**config.mk**
```make
export PLATFORM = sky130hd
export DESIGN_NAME = regbank_arbiter_flat
export DESIGN_NICKNAME = d
export VERILOG_FILES = /design/src/rtl/regbank_pkg.sv /design/src/rtl/regbank_if.sv /design/src/rtl/regbank_rr_pick.sv /design/src/rtl/regbank_arbiter.sv /design/src/flat_wrapper.sv
export SDC_FILE = /design/constraint.sdc
export NUM_CORES = 1
export LEC_CHECK = 0
export ABC_AREA = 1
export CAP_MARGIN = 20
export CORE_UTILIZATION = 40
export DETAILED_ROUTE_END_ITERATION = 16
export PLACE_DENSITY = 0.57
export SLEW_MARGIN = 0
export SYNTH_ARGS = -nofsm -noshare
export SYNTH_HDL_FRONTEND = slang
export SYNTH_SLANG_ARGS = --single-unit
```
**constraint.sdc**
```tcl
create_clock -name clock -period 1.6 [get_ports clock]
set_input_delay 0.16 -clock clock [delete_from_list [all_inputs] [get_ports clock]]
set_output_delay 0.16 -clock clock [all_outputs]
set_load 0.02 [all_outputs]
```
**src/rtl/regbank_pkg.sv**
```systemverilog
// Shared types for the I2C register-bank arbiter: FSM states, requester IDs
// and the position of the LOCK bit inside the lock register.
package regbank_pkg;

    typedef enum logic [1:0] {
        IDLE   = 2'd0,
        ACCESS = 2'd1,
        RESP   = 2'd2
    } arb_state_t;

    typedef enum logic {
        REQ_I2C  = 1'b0,
        REQ_HOST = 1'b1
    } req_id_t;

    localparam int LOCK_BIT = 0;

endpackage

```
**src/rtl/regbank_if.sv**
```systemverilog
// Single-word req/ack access port into the register bank.
// master = requester (I2C byte engine or host), slave = the arbiter.
interface regbank_if #(
    parameter int ADDR_W = 3,
    parameter int DATA_W = 8
);
    logic              req;
    logic              we;
    logic [ADDR_W-1:0] addr;
    logic [DATA_W-1:0] wdata;
    logic              ack;
    logic [DATA_W-1:0] rdata;
    logic              err;

    modport master (output req, we, addr, wdata, input ack, rdata, err);
    modport slave  (input req, we, addr, wdata, output ack, rdata, err);
endinterface

```
**src/rtl/regbank_rr_pick.sv**
```systemverilog
// Two-way round-robin picker: a lone requester wins; under contention the
// requester that did not receive the previous grant wins.
module regbank_rr_pick
    import regbank_pkg::*;
(
    input  logic [1:0] req,
    input  req_id_t    last_grant,
    output logic       valid,
    output req_id_t    winner
);

    // Winner selection, indexed by req_id_t (bit0 = I2C, bit1 = host)
    always_comb begin
        valid  = |req;
        winner = REQ_I2C;
        if (req[REQ_I2C] && req[REQ_HOST]) begin
            winner = (last_grant == REQ_I2C) ? REQ_HOST : REQ_I2C;
        end else if (req[REQ_HOST]) begin
            winner = REQ_HOST;
        end
    end

endmodule

```
**src/rtl/regbank_arbiter.sv**
```systemverilog
// Round-robin arbiter owning the I2C target's NUM_REGS x DATA_W register bank,
// shared between the I2C byte engine and a local host port. One access in
// flight at a time: IDLE (grant + command latch) -> ACCESS -> RESP (ack).
// Optional build macro REGBANK_WPROT_EN: the last register is a lock register
// whose LOCK bit makes the bank read-only for host writes (except to itself).
module regbank_arbiter
    import regbank_pkg::*;
#(
    parameter int NUM_REGS = 8,
    parameter int DATA_W   = 8
)(
    input  logic     clock,
    input  logic     reset,
    regbank_if.slave i2c,
    regbank_if.slave host
);

    localparam int ADDR_W = $clog2(NUM_REGS);

    arb_state_t        state_q, state_d;
    req_id_t           last_grant_q, last_grant_d;
    req_id_t           cmd_id_q, cmd_id_d;
    logic              cmd_we_q, cmd_we_d;
    logic [ADDR_W-1:0] cmd_addr_q, cmd_addr_d;
    logic [DATA_W-1:0] cmd_wdata_q, cmd_wdata_d;
    logic [DATA_W-1:0] i2c_rdata_q, i2c_rdata_d;
    logic [DATA_W-1:0] host_rdata_q, host_rdata_d;
    logic              i2c_ack_q, i2c_ack_d;
    logic              host_ack_q, host_ack_d;
    logic [DATA_W-1:0] regs_q [NUM_REGS];
    logic [DATA_W-1:0] regs_d [NUM_REGS];

    logic              pick_valid;
    req_id_t           pick_id;
    logic              addr_ok;
    logic [DATA_W-1:0] rd_word;

    regbank_rr_pick u_pick (
        .req        ({host.req, i2c.req}),
        .last_grant (last_grant_q),
        .valid      (pick_valid),
        .winner     (pick_id)
    );

    // Out-of-range indices discard writes and read back as zero
    assign addr_ok = (int'(cmd_addr_q) < NUM_REGS);
    assign rd_word = addr_ok ? regs_q[cmd_addr_q] : '0;

`ifdef REGBANK_WPROT_EN
    logic wr_blocked;
    logic host_err_q, host_err_d;

    assign wr_blocked = (cmd_id_q == REQ_HOST) && cmd_we_q
                        && regs_q[NUM_REGS-1][LOCK_BIT]
                        && (int'(cmd_addr_q) < NUM_REGS-1);

    // Error flag rides alongside host_ack when LOCK discarded the write
    always_comb begin
        host_err_d = (state_q == ACCESS) && wr_blocked;
    end

    // Error flag register
    always_ff @(posedge clock) begin
        if (reset) host_err_q <= 1'b0;
        else       host_err_q <= host_err_d;
    end

    assign host.err = host_err_q;
`else
    logic wr_blocked;
    assign wr_blocked = 1'b0;
    assign host.err   = 1'b0;
`endif

    // FSM, command latch, bank update and per-port response staging
    always_comb begin
        state_d      = state_q;
        last_grant_d = last_grant_q;
        cmd_id_d     = cmd_id_q;
        cmd_we_d     = cmd_we_q;
        cmd_addr_d   = cmd_addr_q;
        cmd_wdata_d  = cmd_wdata_q;
        i2c_rdata_d  = i2c_rdata_q;
        host_rdata_d = host_rdata_q;
        i2c_ack_d    = 1'b0;
        host_ack_d   = 1'b0;
        regs_d       = regs_q;
        case (state_q)
            IDLE: begin
                if (pick_valid) begin
                    cmd_id_d = pick_id;
                    if (pick_id == REQ_I2C) begin
                        cmd_we_d    = i2c.we;
                        cmd_addr_d  = i2c.addr;
                        cmd_wdata_d = i2c.wdata;
                    end else begin
                        cmd_we_d    = host.we;
                        cmd_addr_d  = host.addr;
                        cmd_wdata_d = host.wdata;
                    end
                    state_d = ACCESS;
                end
            end
            ACCESS: begin
                if (cmd_we_q) begin
                    if (addr_ok && !wr_blocked) regs_d[cmd_addr_q] = cmd_wdata_q;
                end else if (cmd_id_q == REQ_I2C) begin
                    i2c_rdata_d = rd_word;
                end else begin
                    host_rdata_d = rd_word;
                end
                if (cmd_id_q == REQ_I2C) i2c_ack_d  = 1'b1;
                else                     host_ack_d = 1'b1;
                state_d = RESP;
            end
            RESP: begin
                last_grant_d = cmd_id_q;
                state_d      = IDLE;
            end
            default: state_d = IDLE;
        endcase
    end

    // State registers; reset abandons any in-flight access
    always_ff @(posedge clock) begin
        if (reset) begin
            state_q      <= IDLE;
            last_grant_q <= REQ_HOST;
            cmd_id_q     <= REQ_I2C;
            cmd_we_q     <= 1'b0;
            cmd_addr_q   <= '0;
            cmd_wdata_q  <= '0;
            i2c_rdata_q  <= '0;
            host_rdata_q <= '0;
            i2c_ack_q    <= 1'b0;
            host_ack_q   <= 1'b0;
            for (int i = 0; i < NUM_REGS; i++) regs_q[i] <= '0;
        end else begin
            state_q      <= state_d;
            last_grant_q <= last_grant_d;
            cmd_id_q     <= cmd_id_d;
            cmd_we_q     <= cmd_we_d;
            cmd_addr_q   <= cmd_addr_d;
            cmd_wdata_q  <= cmd_wdata_d;
            i2c_rdata_q  <= i2c_rdata_d;
            host_rdata_q <= host_rdata_d;
            i2c_ack_q    <= i2c_ack_d;
            host_ack_q   <= host_ack_d;
            regs_q       <= regs_d;
        end
    end

    assign i2c.ack    = i2c_ack_q;
    assign i2c.rdata  = i2c_rdata_q;
    assign i2c.err    = 1'b0;
    assign host.ack   = host_ack_q;
    assign host.rdata = host_rdata_q;

endmodule

```
**src/flat_wrapper.sv**
```systemverilog
// flat-port wrapper written by rule: the top's interface ports become plain ports
module regbank_arbiter_flat import regbank_pkg::*;
#(
    parameter int NUM_REGS = 8,
    parameter int DATA_W   = 8
)
  (clock, reset, i2c_req, i2c_we, i2c_addr, i2c_wdata, i2c_ack, i2c_rdata, i2c_err, host_req, host_we, host_addr, host_wdata, host_ack, host_rdata, host_err);
  regbank_if #(.ADDR_W(3), .DATA_W(DATA_W)) i2c_i ();
  regbank_if #(.ADDR_W(3), .DATA_W(DATA_W)) host_i ();
  input  logic clock;
  input  logic reset;
  input wire logic [$bits(i2c_i.req)-1:0] i2c_req;
  input wire logic [$bits(i2c_i.we)-1:0] i2c_we;
  input wire logic [$bits(i2c_i.addr)-1:0] i2c_addr;
  input wire logic [$bits(i2c_i.wdata)-1:0] i2c_wdata;
  output wire logic [$bits(i2c_i.ack)-1:0] i2c_ack;
  output wire logic [$bits(i2c_i.rdata)-1:0] i2c_rdata;
  output wire logic [$bits(i2c_i.err)-1:0] i2c_err;
  input wire logic [$bits(host_i.req)-1:0] host_req;
  input wire logic [$bits(host_i.we)-1:0] host_we;
  input wire logic [$bits(host_i.addr)-1:0] host_addr;
  input wire logic [$bits(host_i.wdata)-1:0] host_wdata;
  output wire logic [$bits(host_i.ack)-1:0] host_ack;
  output wire logic [$bits(host_i.rdata)-1:0] host_rdata;
  output wire logic [$bits(host_i.err)-1:0] host_err;
  assign i2c_i.req = i2c_req;
  assign i2c_i.we = i2c_we;
  assign i2c_i.addr = i2c_addr;
  assign i2c_i.wdata = i2c_wdata;
  assign i2c_ack = i2c_i.ack;
  assign i2c_rdata = i2c_i.rdata;
  assign i2c_err = i2c_i.err;
  assign host_i.req = host_req;
  assign host_i.we = host_we;
  assign host_i.addr = host_addr;
  assign host_i.wdata = host_wdata;
  assign host_ack = host_i.ack;
  assign host_rdata = host_i.rdata;
  assign host_err = host_i.err;
  regbank_arbiter #(.NUM_REGS(NUM_REGS), .DATA_W(DATA_W)) u_core (.clock(clock), .reset(reset), .i2c(i2c_i), .host(host_i));
endmodule
```
==> results.sh <==
export IMPL_post_cts_buffers=0
export IMPL_max_stage_delay_ns=0.61
export IMPL_fillers=1096
export IMPL_yosys_area_top_type="dfxtp_1"
export IMPL_syn_area_per_cell_um2=6.567
export IMPL_cts_clk_slew_worst_paths_ns=0.06
export IMPL_min_path_type="in2reg"
export IMPL_fp_row_count=38
export IMPL_max_clock_path_buffers=2
export IMPL_die_h_um=109.5
export IMPL_tns_ns=0
export IMPL_max_vdd_ir_drop_v=0.0008710
export IMPL_syn_inst=704
export IMPL_ant_nets=0
export IMPL_drt_met1_wl_um=5615
export IMPL_core_area_um2=11030
export IMPL_stdcell_count=892
export IMPL_cap_violations=0
export IMPL_crit_slowest_cell="clkdlybuf4s50_1"
export IMPL_io_buffers=45
export IMPL_final_hold_violation_count=0
export IMPL_rsz0062_at_grt="false"
export IMPL_cts_root_buf="clkbuf_16"
export IMPL_synth_top_flop_cell="dfxtp_1"
export IMPL_worst_slack_ns=0.1333
export IMPL_p_per_area_nw_per_um2=1014
export IMPL_critPathLaunchType="flop"
export IMPL_synth_cell_types=26
export IMPL_synth_edff_count=0
export IMPL_first_pass_iters=4
export IMPL_leakage_nw=2.382
export IMPL_cts_hold_buf=0
export IMPL_slew_headroom_pct=63.12
export IMPL_crit_type="reg2out"
export IMPL_dr_wl_met3_um=400
export IMPL_holdWs_ns=0.3768
export IMPL_boundaryPins=48
export IMPL_placed_area_um2=5213
export IMPL_vias=4123
export IMPL_slew_viol_final=0
export IMPL_wl_per_cell_um=12.83
export IMPL_path_cells="clkdlybuf4s50_1"
export IMPL_fin_crit_sh_pct=91.67
export IMPL_cts_made_buffers=9
export IMPL_grt_ovfl_total=0
export IMPL_synth_seq_cells=98
export IMPL_post_cts_resized=0
export IMPL_layout_common_cells="nand2_1 (236), nor2_1 (139), dfxtp_1 (98)"
export IMPL_yosysWarningCount=0
export IMPL_diodes=0
export IMPL_async_flop_share_pct=0
export IMPL_stdcell_area_um2=5550
export IMPL_path_buf_inv=1
export IMPL_fmaxAchievable_ghz=0.6818
export IMPL_synth_area_um2=4623
export IMPL_worstSetupEndpointType="output port"
export IMPL_yosys_area_top_type_share_pct=42.44
export IMPL_finalCriticalPeriod_ns=1.467
export IMPL_yosysSeqAreaShare_pct=42.44
export IMPL_area_delta_synth_final_pct=20.05
export IMPL_routed_wl_met2_um=5267
export IMPL_start_util_pct=41.91
export IMPL_layout_commonest_cell="nand2_1"
export IMPL_clkLatencyLatePin_ns=0.35
export IMPL_gr_usage_all_layers_pct=20.74
export IMPL_htreeDepth=3
export IMPL_drive_above_1_share_pct=7.713
export IMPL_top_layer="met4"
export IMPL_cp_max_fo=2
export IMPL_crit_required_ns=1.44
export IMPL_antenna_found_initial=0
export IMPL_drt_initial_drc_count=240
export IMPL_power_mw=5.629
export IMPL_drt_wl_total_um=11440
export IMPL_fin_util_pct=50.32
export IMPL_nets=777
export IMPL_grt_max_degree=51
export IMPL_first_global_vias=3802
export IMPL_routed_via_density=4.622
export IMPL_crit_family="buffers and inverters"
export IMPL_worstPathArrival_ns=1.31
export IMPL_hpwl_um=7722
export IMPL_place_inst=873
export IMPL_synthTopCellsByArea="dfxtp_1 (42%), nand2_1 (19%), nor2_1 (11%)"
export IMPL_cts_tree="done"
export IMPL_fin_skew_ns=0.006279
export IMPL_status="completed"
export IMPL_grt_pass1_wl_um=18540
export IMPL_dieArea_um2=11990
export IMPL_die_w_um=109.5
export IMPL_tightest_slew_ns=0.5531
export IMPL_clock_sinks=98
export IMPL_place_ws_ns=0.1117
export IMPL_drc=0
export IMPL_gp_congestion=0.7747
export IMPL_setup_viol=0
==> sequential cells by signal, indices dropped and copies added, names as in the netlist, 2 cells and up <==
name,cells
u_core.i2c.rdata,8
u_core.cmd_wdata_q,8
u_core.cmd_addr_q,3
u_core.host.rdata,8
u_core.regs_q,64
u_core.state_q,2
==> final timing paths <==
check	slack (ns)	cells past startpoint	startpoint	to
worst max register to register	0.17	6	u_core.cmd_addr_q[2]	u_core.i2c.rdata[0]
worst min register to register	0.48	2	u_core.regs_q[35]	u_core.regs_q[35]
worst min-delay path	0.38	3	i2c_wdata[6]	u_core.cmd_wdata_q[6]
worst max-delay path	0.13	1	u_core.host.rdata[3]	host_rdata[3]
==> cells in the mapped netlist, types with 4 or more instances <==
cell type	number
a21oi_1	17
a31oi_1	12
buf_2	8
buf_6	8
clkbuf_1	8
dfxtp_1	98
inv_1	78
inv_2	5
nand2_1	236
nand3_1	32
nor2_1	139
nor2_4	9
o21ai_0	26
o21ai_1	4
==> power by group <==
group	switching, mW	leakage, nW	total (mW)	internal [mW]
Clock	0.900	0.131	2.09	1.19
Combinational	0.589	1.46	0.936	0.348
Sequential	0.0679	0.795	2.60	2.53
==> cell families after synthesis <==
logic type,Yosys count,share of synthesized area (%)
flops,98,42.44
compound gates,60,6.901
simple gates,427,38.48
buf+inv,118,12.10
other cells,1,0.08111
==> routing by layer <==
layer	vias to the layer above	global-route usage, %
met4	0	5.905
met2	54	34.05
met5	-	0
met1	1846	26.74
met3	10	5.453
li1	2213	-
==> area by class of cell <==
| class | instances | area [um2] | share of cell area (%) |
|---|---|---|---|
| Clock buffer | 11 | 232.7 | 4.193 |
| Clock inverter | 3 | 42.54 | 0.7665 |
| Sequential cell | 98 | 1962 | 35.35 |
| Tap cell | 140 | 175.2 | 3.156 |
| Inverter | 85 | 324.1 | 5.839 |
| Multi-Input combinational cell | 489 | 2106 | 37.94 |
| Timing Repair Buffer | 66 | 708.2 | 12.76 |
Power figures use the tool's default switching activity.
